File: config.mk
export PLATFORM = sky130hd
export DESIGN_NAME = instr_encoder
export DESIGN_NICKNAME = d
export VERILOG_FILES = /design/src/rtl/cpu_isa_pkg.sv /design/src/rtl/instr_enc_fifo.sv /design/src/rtl/instr_encoder.sv
export SDC_FILE = /design/constraint.sdc
export NUM_CORES = 1
export LEC_CHECK = 0
export CORE_UTILIZATION = 30
export CTS_CLUSTER_DIAMETER = 80
export CTS_CLUSTER_SIZE = 24
export DETAILED_ROUTE_END_ITERATION = 12
export HOLD_SLACK_MARGIN = 0.1
export PLACE_DENSITY_LB_ADDON = 0.2
export SYNTH_ARGS = -nofsm -noshare
export SYNTH_HDL_FRONTEND = slang
export SYNTH_SLANG_ARGS = --single-unit
File: constraint.sdc
create_clock -name clk -period 3.3 [get_ports clk]
set_input_delay 0.495 -clock clk [delete_from_list [all_inputs] [get_ports clk]]
set_output_delay 0.495 -clock clk [all_outputs]
set_load 0.02 [all_outputs]
File: src/rtl/cpu_isa_pkg.sv
// Shared ISA constants (op indices, opcodes, funcs, field positions) and the pure
// instruction encode function; the same constants serve the ALU control decoder.
package cpu_isa_pkg;

    localparam logic [4:0] OP_ADD  = 5'd0;
    localparam logic [4:0] OP_SUB  = 5'd1;
    localparam logic [4:0] OP_MUL  = 5'd2;
    localparam logic [4:0] OP_SL   = 5'd3;
    localparam logic [4:0] OP_SR   = 5'd4;
    localparam logic [4:0] OP_SLA  = 5'd5;
    localparam logic [4:0] OP_SRA  = 5'd6;
    localparam logic [4:0] OP_JR   = 5'd7;
    localparam logic [4:0] OP_MOV  = 5'd8;
    localparam logic [4:0] OP_AND  = 5'd9;
    localparam logic [4:0] OP_OR   = 5'd10;
    localparam logic [4:0] OP_XOR  = 5'd11;
    localparam logic [4:0] OP_SLT  = 5'd12;
    localparam logic [4:0] OP_ADDI = 5'd13;
    localparam logic [4:0] OP_SUBI = 5'd14;
    localparam logic [4:0] OP_MULI = 5'd15;
    localparam logic [4:0] OP_LW   = 5'd16;
    localparam logic [4:0] OP_SW   = 5'd17;
    localparam logic [4:0] OP_BEQ  = 5'd18;
    localparam logic [4:0] OP_BRG  = 5'd19;
    localparam logic [4:0] OP_BRL  = 5'd20;
    localparam logic [4:0] OP_BNE  = 5'd21;
    localparam logic [4:0] OP_BRZ  = 5'd22;
    localparam logic [4:0] OP_JMP  = 5'd23;
    localparam logic [4:0] OP_JAL  = 5'd24;
    localparam logic [4:0] OP_ANDI = 5'd25;
    localparam logic [4:0] OP_ORI  = 5'd26;
    localparam logic [4:0] OP_XORI = 5'd27;
    localparam logic [4:0] OP_SLTI = 5'd28;

    localparam logic [5:0] OPC_RTYPE = 6'b000000;

    localparam logic [5:0] FN_ADD = 6'b100000;
    localparam logic [5:0] FN_SUB = 6'b100010;
    localparam logic [5:0] FN_MUL = 6'b100101;
    localparam logic [5:0] FN_SL  = 6'b000111;
    localparam logic [5:0] FN_SR  = 6'b000110;
    localparam logic [5:0] FN_SLA = 6'b110100;
    localparam logic [5:0] FN_SRA = 6'b110110;
    localparam logic [5:0] FN_JR  = 6'b000001;
    localparam logic [5:0] FN_MOV = 6'b000011;
    localparam logic [5:0] FN_AND = 6'b111000;
    localparam logic [5:0] FN_OR  = 6'b111001;
    localparam logic [5:0] FN_XOR = 6'b111010;
    localparam logic [5:0] FN_SLT = 6'b110011;

    localparam logic [5:0] OPC_ADDI = 6'b100011;
    localparam logic [5:0] OPC_SUBI = 6'b110001;
    localparam logic [5:0] OPC_MULI = 6'b111000;
    localparam logic [5:0] OPC_LW   = 6'b010001;
    localparam logic [5:0] OPC_SW   = 6'b011001;
    localparam logic [5:0] OPC_BEQ  = 6'b100000;
    localparam logic [5:0] OPC_BRG  = 6'b100010;
    localparam logic [5:0] OPC_BRL  = 6'b100101;
    localparam logic [5:0] OPC_BNE  = 6'b000111;
    localparam logic [5:0] OPC_BRZ  = 6'b000110;
    localparam logic [5:0] OPC_ANDI = 6'b001111;
    localparam logic [5:0] OPC_ORI  = 6'b001110;
    localparam logic [5:0] OPC_XORI = 6'b001100;
    localparam logic [5:0] OPC_SLTI = 6'b001000;
    localparam logic [5:0] OPC_JMP  = 6'b110100;
    localparam logic [5:0] OPC_JAL  = 6'b111110;

    localparam int unsigned OPC_LSB   = 26;
    localparam int unsigned RS_LSB    = 21;
    localparam int unsigned RT_LSB    = 16;
    localparam int unsigned RD_LSB    = 11;
    localparam int unsigned SHAMT_LSB = 6;
    localparam int unsigned FUNC_LSB  = 0;

    typedef struct packed {
        logic        rtype;
        logic [31:0] word;
    } enc_t;

    function automatic logic op_is_legal(input logic [4:0] op);
        return op <= OP_SLTI;
    endfunction

    // Illegal ops fall through every branch and encode as an all-zero NOP.
    function automatic enc_t encode(input logic [4:0] op, input logic [4:0] rs,
                                    input logic [4:0] rt, input logic [4:0] rd,
                                    input logic [25:0] imm);
        enc_t       e;
        logic [5:0] fn;
        logic [5:0] opc;
        logic [4:0] shamt;
        e     = '0;
        fn    = '0;
        opc   = '0;
        shamt = '0;
        case (op)
            OP_ADD:  fn = FN_ADD;
            OP_SUB:  fn = FN_SUB;
            OP_MUL:  fn = FN_MUL;
            OP_SL:   begin fn = FN_SL;  shamt = imm[4:0]; end
            OP_SR:   begin fn = FN_SR;  shamt = imm[4:0]; end
            OP_SLA:  begin fn = FN_SLA; shamt = imm[4:0]; end
            OP_SRA:  begin fn = FN_SRA; shamt = imm[4:0]; end
            OP_JR:   fn = FN_JR;
            OP_MOV:  fn = FN_MOV;
            OP_AND:  fn = FN_AND;
            OP_OR:   fn = FN_OR;
            OP_XOR:  fn = FN_XOR;
            OP_SLT:  fn = FN_SLT;
            OP_ADDI: opc = OPC_ADDI;
            OP_SUBI: opc = OPC_SUBI;
            OP_MULI: opc = OPC_MULI;
            OP_LW:   opc = OPC_LW;
            OP_SW:   opc = OPC_SW;
            OP_BEQ:  opc = OPC_BEQ;
            OP_BRG:  opc = OPC_BRG;
            OP_BRL:  opc = OPC_BRL;
            OP_BNE:  opc = OPC_BNE;
            OP_BRZ:  opc = OPC_BRZ;
            OP_JMP:  opc = OPC_JMP;
            OP_JAL:  opc = OPC_JAL;
            OP_ANDI: opc = OPC_ANDI;
            OP_ORI:  opc = OPC_ORI;
            OP_XORI: opc = OPC_XORI;
            OP_SLTI: opc = OPC_SLTI;
            default: ;
        endcase
        if (op <= OP_SLT) begin
            e.rtype = 1'b1;
            e.word  = {OPC_RTYPE, rs, rt, rd, shamt, fn};
        end else if (op == OP_JMP || op == OP_JAL) begin
            e.word = {opc, imm};
        end else if (op <= OP_SLTI) begin
            e.word = {opc, rs, rt, imm[15:0]};
        end
        return e;
    endfunction

endpackage

File: src/rtl/instr_enc_fifo.sv
// Synchronous FIFO with async active-high reset; push is ignored when full and pop
// when empty, so callers may pass raw handshake terms.
module instr_enc_fifo #(
    parameter int unsigned DEPTH = 4,
    parameter int unsigned WIDTH = 33,
    parameter int unsigned CW    = 3
) (
    input  logic             clk_i,
    input  logic             rst_i,
    input  logic             push_i,
    input  logic [WIDTH-1:0] wdata_i,
    input  logic             pop_i,
    output logic [WIDTH-1:0] rdata_o,
    output logic             full_o,
    output logic             empty_o,
    output logic [CW-1:0]    count_o
);

    localparam int unsigned AW = (DEPTH > 1) ? $clog2(DEPTH) : 1;

    logic [WIDTH-1:0] mem_q [DEPTH];
    logic [AW-1:0]    wr_ptr_q, wr_ptr_d;
    logic [AW-1:0]    rd_ptr_q, rd_ptr_d;
    logic [CW-1:0]    count_q, count_d;
    logic             do_push, do_pop;

    assign full_o  = (count_q == CW'(DEPTH));
    assign empty_o = (count_q == '0);
    assign do_push = push_i && !full_o;
    assign do_pop  = pop_i && !empty_o;
    assign rdata_o = mem_q[rd_ptr_q];
    assign count_o = count_q;

    // DEPTH is a power of two, so pointer overflow is the modulo wrap.
    always_comb begin
        wr_ptr_d = wr_ptr_q;
        rd_ptr_d = rd_ptr_q;
        count_d  = count_q;
        if (do_push) wr_ptr_d = wr_ptr_q + AW'(1);
        if (do_pop)  rd_ptr_d = rd_ptr_q + AW'(1);
        case ({do_push, do_pop})
            2'b10:   count_d = count_q + CW'(1);
            2'b01:   count_d = count_q - CW'(1);
            default: count_d = count_q;
        endcase
    end

    always_ff @(posedge clk_i or posedge rst_i) begin
        if (rst_i) begin
            wr_ptr_q <= '0;
            rd_ptr_q <= '0;
            count_q  <= '0;
        end else begin
            wr_ptr_q <= wr_ptr_d;
            rd_ptr_q <= rd_ptr_d;
            count_q  <= count_d;
        end
    end

    always_ff @(posedge clk_i) begin
        if (do_push) mem_q[wr_ptr_q] <= wdata_i;
    end

endmodule

File: src/rtl/instr_encoder.sv
// Buffered instruction encoder: op index + fields in, queued 32-bit words out.
// Define INSTR_ENC_ILLEGAL_TRAP_EN to drop illegal ops and raise sticky err instead of queueing NOPs.
module instr_encoder
    import cpu_isa_pkg::*;
#(
    parameter int unsigned DEPTH = 4,
    parameter int unsigned CW    = 3
) (
    input  logic          clk,
    input  logic          rst,
    input  logic          in_valid,
    output logic          in_ready,
    input  logic [4:0]    in_op,
    input  logic [4:0]    in_rs,
    input  logic [4:0]    in_rt,
    input  logic [4:0]    in_rd,
    input  logic [25:0]   in_imm,
    output logic          out_valid,
    input  logic          out_ready,
    output logic [31:0]   out_word,
    output logic          out_rtype,
    output logic [CW-1:0] count,
    output logic          err
);

    enc_t enc_in;
    enc_t enc_head;
    logic accept;
    logic push;
    logic full;
    logic empty;

    assign enc_in = encode(in_op, in_rs, in_rt, in_rd, in_imm);
    // No pop-through: acceptance depends only on the current fill level.
    assign accept = in_valid && !full;

`ifdef INSTR_ENC_ILLEGAL_TRAP_EN
    logic err_q, err_d;

    assign push = accept && op_is_legal(in_op);

    always_comb begin
        err_d = err_q | (accept && !op_is_legal(in_op));
    end

    always_ff @(posedge clk or posedge rst) begin
        if (rst) err_q <= 1'b0;
        else     err_q <= err_d;
    end

    assign err = err_q;
`else
    assign push = accept;
    assign err  = 1'b0;
`endif

    instr_enc_fifo #(
        .DEPTH(DEPTH),
        .WIDTH($bits(enc_t)),
        .CW   (CW)
    ) u_fifo (
        .clk_i  (clk),
        .rst_i  (rst),
        .push_i (push),
        .wdata_i(enc_in),
        .pop_i  (out_ready),
        .rdata_o(enc_head),
        .full_o (full),
        .empty_o(empty),
        .count_o(count)
    );

    assign in_ready  = !full;
    assign out_valid = !empty;
    assign out_word  = empty ? 32'h0 : enc_head.word;
    assign out_rtype = empty ? 1'b0 : enc_head.rtype;

endmodule

==> results.cfg, run 1 <==
[sta]
rsz0062_at_grt = false
slew_headroom_pct = 50.6
worst_slack_ps = 293
period_minus_slack_ps = 3010
skew_ps = 4.45
setup_viol = 0
tightest_slew_ps = 739
fin_crit_sh_pct = 91.1
hold_viol = 0
finalSetupTns_ps = 0
fmax_mhz = 333
slew_viol_final = 0

[final_layout]
syn2layout_area_growth_pct = 27.1
final_core_util_pct = 39.3
post-route-cell-area_sq_um = 8020
nets = 523
antennaDiodeCount = 0
drive_gt1_share_pct = 19.6

[power]
finalPower_w = 0.00714
p_leak_nw = 2.73
ir_drop_mv = 0.330
p_per_area_nw_per_um2 = 890

[clock_network]
path_clk_slew_ps = 60
cts-root-buf = clkbuf_16
cts_sinks = 139
clkLatencyLatePin_ps = 420
cts_max_level = 4
hold_buffers = 0
ctsResizeCount = 0
cts.path.max_buffers = 2
post_cts_buffers = 0
cts_tree = built
cts_buffers = 17

[setup_path]
rr_startpoint = u_fifo.count_o[0]
criticalPathCategory = reg2out
crit_fanout = 11
start_kind = flip-flop
cp.required_ps = 2800
cp-end-kind = primary output
crit_start = u_fifo.rd_ptr_q[0]
arrival_ps = 2510

[synthesis]
synth_flop_cell = edfxtp_1
ys_warn_count = 0
postSynthAreaPerCell_sq_um = 16.8
synth_nets = 431
yosys-top-cells-count = 132 x edfxtp_1, 35 x and2_1, 33 x mux4_2
yosysTopAreaCellShare_pct = 62.8
synth_area_sq_um = 6310
synthCells = 375
synthDistinctLibCells = 54
synth_enable_flop_cells = 132
yosysMostFrequentCell = edfxtp_1
ys_seq_area_share_pct = 65.6
synth_area_leader_cell = edfxtp_1
synth_seq_cells = 139
async_flop_share_pct = 5.04
synth.area.top_cells = edfxtp_1 63%, mux4_2 12%, and2_1 3.5%, dfrtp_1 2.8%, a22o_1 2.1%

[global_routing]
track_usage_pct = 13.4
gr-total-overflow = 0
antenna_found_initial = 0
grt_max_degree = 36
grt_pass1_wl_um = 21200
grt_pass1_vias = 3709

[floorplanning]
core_area_sq_um = 20400
die_width_um = 147
initial_core_util_pct = 30.9
dieArea_sq_um = 21600
std_cell_rows = 52
io_pins = 89
die_h_um = 147

[routing]
antenna_left = 0
finalWirelength_um = 13700
post_drt_wl_per_cell_um = 18.2
dr.pass1.iters = 4
met2WireLength_um = 7020
wl_met1_um = 5970
highest_layer = met4
vias_per_cell = 4.73
drc_errors = 0
wl_met3_um = 426
num_vias = 3546
first_iter_violations = 217

[outcome]
status = complete, no violations

[placed_design]
io_buffers = 87
post_dp_cell_area_sq_um = 7460
post-place-ws_ps = 487
place_congestion = 0.760
hpwlAfterDp_um = 8600

[run]
cap_violations = 0

[hold_path]
holdCritPathClass = in2async
## worst max-delay path: stages, from the launching register on
cell and delay (ps):
dfrtp_2 600, buf_4 270, mux4_2 500, and2_1 190, clkdlybuf4s50_1 540
## per-layer routing
layer	up-vias	track usage [%]
met5	-	0
met4	0	5.82
met3	18	2.86
met2	65	22.5
met1	1815	16.6
li1	1648	-
## state kept, by name, indices dropped and copies added (netlist names)
name,flops
u_fifo.rd_ptr_q,2
u_fifo.mem_q,132
u_fifo.count_o,3
u_fifo.wr_ptr_q,2
## through the flow
stage	hold WS [ps]	instances
after detailed placement	527	718
final	330	750
after global placement	506	718
after floorplan	298	375
after CTS	326	750
after global routing	341	750
## where the power goes
group	switching [W]	internal, W
clock	0.000694	0.00110
sequential	0.000149	0.00237
combinational	0.00140	0.00142
## layout make-up
type                       count  area (sq um)
timing repair buffer         100          1010
inverter                       9          33.8
sequential                   139          4140
clock inverter                12           124
clock buffer                  20           437
multi-input combinational    200          1940
fill                        1906         12400
tap                          270           338
## layout by cell type, fill, tap and decap left out, types with 5 or more instances in the layout
cell and instances:
a21oi_1 11, a22o_1 15, and2_1 35, buf_4 10
clkbuf_16 17, clkdlybuf4s50_1 87, dfrtp_1 6, edfxtp_1 132
ha_1 5, inv_1 8, mux2i_1 7, mux4_2 33
nand2_1 16, nand2b_1 8, nor2_1 5, o21ai_0 8
o22ai_1 8
## kinds of logic (layout without fill, tap and decap cells)
group	count (synthesis)	count (layout)	synth area share (%)
multiplexers	41	41	13.1
adder cells (fa/ha/maj)	6	6	1.31
AND/OR/NAND/NOR	85	85	8.35
buffers and inverters	36	141	3.73
AO/OA/AOI/OAI	58	58	6.54
flip-flops	139	139	65.6
XOR/XNOR	9	9	1.37
other	1	1	0.0594
## worst paths after layout
path,endpoint,slack [ps],depth (start not counted)
max,out_word[27],290,4
max reg2reg,u_fifo.count_o[2],1090,9
max in group asynchronous,u_fifo.rd_ptr_q[0],2700,2
min in group clk,u_fifo.count_o[2],520,1
min reg2reg,u_fifo.count_o[2],520,1
min,u_fifo.count_o[2],330,2
(Power assumes the default switching activity.)
==> run 2: changes to the inputs <==
Settings changed: CORE_UTILIZATION 30 to 59, CTS_CLUSTER_SIZE 24 to unset.
==> results.cfg, run 2 (synthesis gave the netlist of run 1 again) <==
[outcome]
status = complete, no violations

[final_layout]
post-route-cell-area_sq_um = 7860
register_area_sq_um = 4140
largest-register = u_fifo.mem_q
layout_common_cells = 132 x edfxtp_1, 87 x clkdlybuf4s50_1, 35 x and2_1, 33 x mux4_2
final_cells = 620
multi_input_area_sq_um = 1940
largest_reg_flops = 132
n_fill_cell = 619
syn2layout_area_growth_pct = 24.6
nets = 527
layout_commonest_cell = edfxtp_1
drive_gt1_share_pct = 20.7
antennaDiodeCount = 0

[clock_network]
ctsResizeCount = 0
clkLatencyLatePin_ps = 520
path_clk_slew_ps = 60
hold_buffers = 0
cts_tree = built
cts.path.max_buffers = 2
cts_max_level = 4
cts_buffers = 17
cts_sinks = 139
cts-root-buf = clkbuf_8
post_cts_buffers = 0

[floorplanning]
initial_core_util_pct = 60.9
io_pins = 89
die_width_um = 105
core_area_sq_um = 10400
std_cell_rows = 37
die_h_um = 105
dieArea_sq_um = 11100

[power]
finalPower_w = 0.00707
netSwitchingPower_w = 0.00227
intPower_w = 0.00480
swShare_pct = 32.1
p_seq_share_pct = 35.1
pwr-share-clk_pct = 24.7
p_comb_share_pct = 40.2
p_leak_nw = 2.75
p_per_area_nw_per_um2 = 899
ir_drop_mv = 0.565

[hold_path]
holdCritPathClass = in2async

[run]
cap_violations = 0

[global_routing]
grt_util_met3_pct = 5.57
grt_use_met1_pct = 30.1
track_usage_pct = 24.4
grtUsageMet2_pct = 42.2
busiest_layer = met2
gr-total-overflow = 0
grt_max_degree = 34
grt_pass1_vias = 3833
grt_pass1_wl_um = 19600
antenna_found_initial = 0

[placed_design]
post_dp_cell_area_sq_um = 7310
placed_cells_incl_taps = 588
io_buffers = 87
place_congestion = 0.862
hpwlAfterDp_um = 8020

[routing]
dr.pass1.iters = 4
vias_per_cell = 5.93
num_vias = 3674
first_iter_violations = 229
post_drt_wl_per_cell_um = 20.6
drc_errors = 0
finalWirelength_um = 12800
antenna_left = 0

[sta]
finalSetupTns_ps = 0
slew_headroom_pct = 48.3
tightest_slew_ps = 772
fin_crit_sh_pct = 94.1
skew_ps = 10.1
hold_viol = 0
setup_viol = 0
slew_viol_final = 0
period_minus_slack_ps = 3110
rsz0062_at_grt = false
fmax_mhz = 322

[setup_path]
arrival_ps = 2610
start_kind = flip-flop
regToRegEndpoint = u_fifo.count_o[2]
rr_startpoint = u_fifo.count_o[0]
cp_slowest_cell = mux4_2
crit_chain = buf_4 -> mux4_2 -> and2_1 -> clkdlybuf4s50_1
ff2ff_setup_slack_ps = 910
reg2reg_depth = 9
cp.required_ps = 2800
cp-end-kind = primary output
cpPeakStageDelay_ps = 570
criticalPathCategory = reg2out
crit_fanout = 23
## run 2: cell count changes in the layout (fill, tap and decap cells not counted), moves of 2 or more
cell        change
buf_4           +5
clkbuf_1        -3
clkinv_2        -3
clkinv_4        +3
clkinvlp_4      -2
inv_6           +5
## run 2: worst max path at each step
stage	to	from	depth (start not counted)
final	out_word[2]	u_fifo.rd_ptr_q[0]	4
after floorplan	u_fifo.count_o[2]	u_fifo.count_o[0]	10
after detailed placement	u_fifo.mem_q[2][18]	in_op[0]	5
after CTS	out_word[2]	u_fifo.rd_ptr_q[0]	4
after global placement	u_fifo.mem_q[2][18]	in_op[0]	5
after global routing	out_word[2]	u_fifo.rd_ptr_q[0]	4
## run 2: stage by stage
step	worst slack [ps]	util (%)	hold slack, ps
4_1_cts	131	75.8	184
3_5_place_dp	677	70.5	515
2_1_floorplan	1090	-	298
3_3_place_gp	743	70.5	500
6_report	193	75.8	194
5_1_grt	89.2	75.8	215
## run 2: metal layers
metal,up-vias,part of all wire (%)
met1,1863,41
met2,144,52
met5,-,0
met4,0,1.1
met3,15,6.1
li1,1652,-
## run 2: power by group through the flow
stage | clock [W] | sequential, W | combinational (W)
2_1_floorplan | 0 | 0.00250 | 0.00180
3_3_place_gp | 0 | 0.00248 | 0.00282
3_5_place_dp | 0 | 0.00251 | 0.00286
4_1_cts | 0.00177 | 0.00248 | 0.00288
5_1_grt | 0.00184 | 0.00251 | 0.00302
6_report | 0.00175 | 0.00248 | 0.00284
## run 2: layout make-up
| type | count | share of cell area (%) |
|---|---|---|
| tap | 136 | 2.16 |
| multi-input combinational | 200 | 24.7 |
| sequential | 139 | 52.7 |
| clock inverter | 15 | 1.75 |
| inverter | 9 | 0.430 |
| clock buffer | 17 | 5.27 |
| timing repair buffer | 104 | 13.0 |
## run 2: worst max-delay path: cells and delay by family, from the launching register on
kind                   cells  cell delay, ps
buffers and inverters      2             940
flip-flops                 1             350
multiplexers               1             570
AND/OR/NAND/NOR            1             200
==> variant (config.mk and constraints of run 2) <==
Put a register stage on the output `count`, without a reset. The value now appears one clock later. The other outputs are not delayed to match.
--- a/src/rtl/instr_encoder.sv
+++ b/src/rtl/instr_encoder.sv
@@ -22,6 +22,8 @@
     output logic [CW-1:0] count,
     output logic          err
 );
+
+    logic [CW-1:0] count_c;
 
     enc_t enc_in;
     enc_t enc_head;
@@ -67,7 +69,7 @@
         .rdata_o(enc_head),
         .full_o (full),
         .empty_o(empty),
-        .count_o(count)
+        .count_o(count_c)
     );
 
     assign in_ready  = !full;
@@ -75,5 +77,9 @@
     assign out_word  = empty ? 32'h0 : enc_head.word;
     assign out_rtype = empty ? 1'b0 : enc_head.rtype;
 
+    always_ff @(posedge clk) begin
+        count <= count_c;
+    end
+
 endmodule
 
Function: changed (a bounded check fails within 4 cycles, from zero or initial values and one cycle with rst high).
==> variant against run 2 <==
- setup slack better by 0.032 ns
- sequential cell count is 3 higher
- first-iteration DRC count is 6.6% higher
- sequential share of layout area is 0.18 points lower
- power is 5.0% higher
- synthesized area is 0.95% higher
- routed wire length is 1.1% lower
- via count is 0.49% higher
- cell area is 1.8% higher
- critical endpoint is now out_word[0]
==> variant: results (changes against run 2) <==
crit_end: "out_word[0]"
p_leak_nw: 2.81  # +2.2%
synthMuxAreaShare: 0.129  # -0.00123
grt_max_degree: 36  # +5.9%
crit_fanout: 24  # +4.3%
dp_slack_ns: 0.577  # -0.100 ns
drive_above_1_share: 0.207  # +0.000781
netlist-cell-type-count: 55  # +1.9%
r2r_end: "u_fifo.count_o[2]"
groute.usage.overall: 0.245  # +0.000869
drt_first_iter_violations: 244  # +6.6%
gp_congestion: 0.873  # +1.4%
slowest_delay_ns: 0.59  # +0.02 ns
ys_seq_area_frac: 0.659  # +0.00324
syn-num-nets: 434  # +0.70%
ys_warn_count: 0  # unchanged
outcome: "complete, no violations"
clock.fmax_mhz: 325  # +1.0%
largest_reg_flops: 132  # unchanged
synth-compound-area-share: 0.0648  # -0.000617
grt_pass1_wl_mm: 19.7  # +0.32%
vias: 3692  # +0.49%
rr_startpoint: "u_fifo.count_o[0]"
layout.nets: 530  # +0.57%
fin_worst_skew_ns: 0.00720  # -0.00293 ns
synth-xor-area-share: 0.0136  # -0.000129
async_reset_ff_frac: 0.0493  # -0.00106
portBuffers: 87  # unchanged
rr_worst_depth: 8  # -1
vdd_ir_drop_max_uv: 545  # -3.6%
dpl_cell_area_mm2: 0.00734  # +0.48%
slew_headroom: 0.552  # +0.0687
synth_area_leaders: "edfxtp_1 (62%), mux4_2 (12%), and2_1 (3.4%), dfrtp_1 (2.7%), a22o_1 (2.1%)"
hold_class: "in -> async"
critPathArrivalTime_ns: 2.58  # -0.03 ns
regToRegSetupSlack_ns: 0.82  # -0.09 ns
synth_adder_area_share: 0.0130  # -0.000123
dp_hpwl_mm: 8.09  # +0.87%
routed_wl_mm: 12.6  # -1.1%
synthTopCellsByCount: "edfxtp_1 (132), and2_1 (35), mux4_2 (33), nand2_1 (16), a22o_1 (15)"
## variant: timing repair
| item | 4_1_cts | 5_1_grt |
|---|---|---|
| setup buffers | 0 | 0 |
| endpoints found under the setup margin | 0 | 33 |
| resized for setup | 0 | 1 |
| hold buffers | 0 | 0 |
| endpoints found under the hold margin | 0 | 0 |
## variant: worst min-delay path by stage
stage / from / to / slack [ns]
floorplan: rst / u_fifo.count_o[0] / 0.30
global placement: u_fifo.count_o[1] / count[1] / 0.39
detailed placement: u_fifo.count_o[1] / count[1] / 0.39
CTS: rst / u_fifo.wr_ptr_q[0] / 0.20
global route: rst / u_fifo.count_o[1] / 0.22
finish: rst / u_fifo.count_o[1] / 0.21
## variant: area by class of cell
class	count	area (um^2)
fill	602	2410
multi-input combinational	200	1940
inverter	9	33.8
clock inverter	14	239
tap	136	170
clock buffer	18	418
sequential	142	4200
timing repair buffer	104	998
## variant: critical path: cells and delay by family, from the launching register on
kind / cells / cell delay, ns
buffers and inverters: 2 / 0.93
flip-flops: 1 / 0.36
AND/OR/NAND/NOR: 1 / 0.17
multiplexers: 1 / 0.59
## variant: cells by family after synthesis
kind of cell             after synthesis
flip-flops                           142
XOR/XNOR                               9
multiplexers                          41
adder cells (fa/ha/maj)                6
AO/OA/AOI/OAI                         58
buffers and inverters                 36
other                                  1
AND/OR/NAND/NOR                       85
## variant: metrics by stage
stage	power (mW)	hold slack [ns]	std cells
2_1_floorplan	4.36	0.298	378
3_3_place_gp	5.33	0.391	591
3_5_place_dp	5.39	0.387	591
4_1_cts	7.49	0.203	623
5_1_grt	7.75	0.216	623
6_report	7.42	0.213	623
## variant: power breakdown
group	internal, mW	switching (mW)
registers	2.43	0.109
clock network	1.38	0.703
logic	1.39	1.40
## variant: per-layer routing
layer / vias up / wire, um / GRT usage / part of all wire
met1: 1875 / 4990 / 0.302 / 0.39
met2: 133 / 6780 / 0.418 / 0.54
met4: 0 / 159 / 0.0933 / 0.013
met5: - / 0 / 0 / 0
met3: 19 / 701 / 0.0644 / 0.055
li1: 1665 / - / - / -
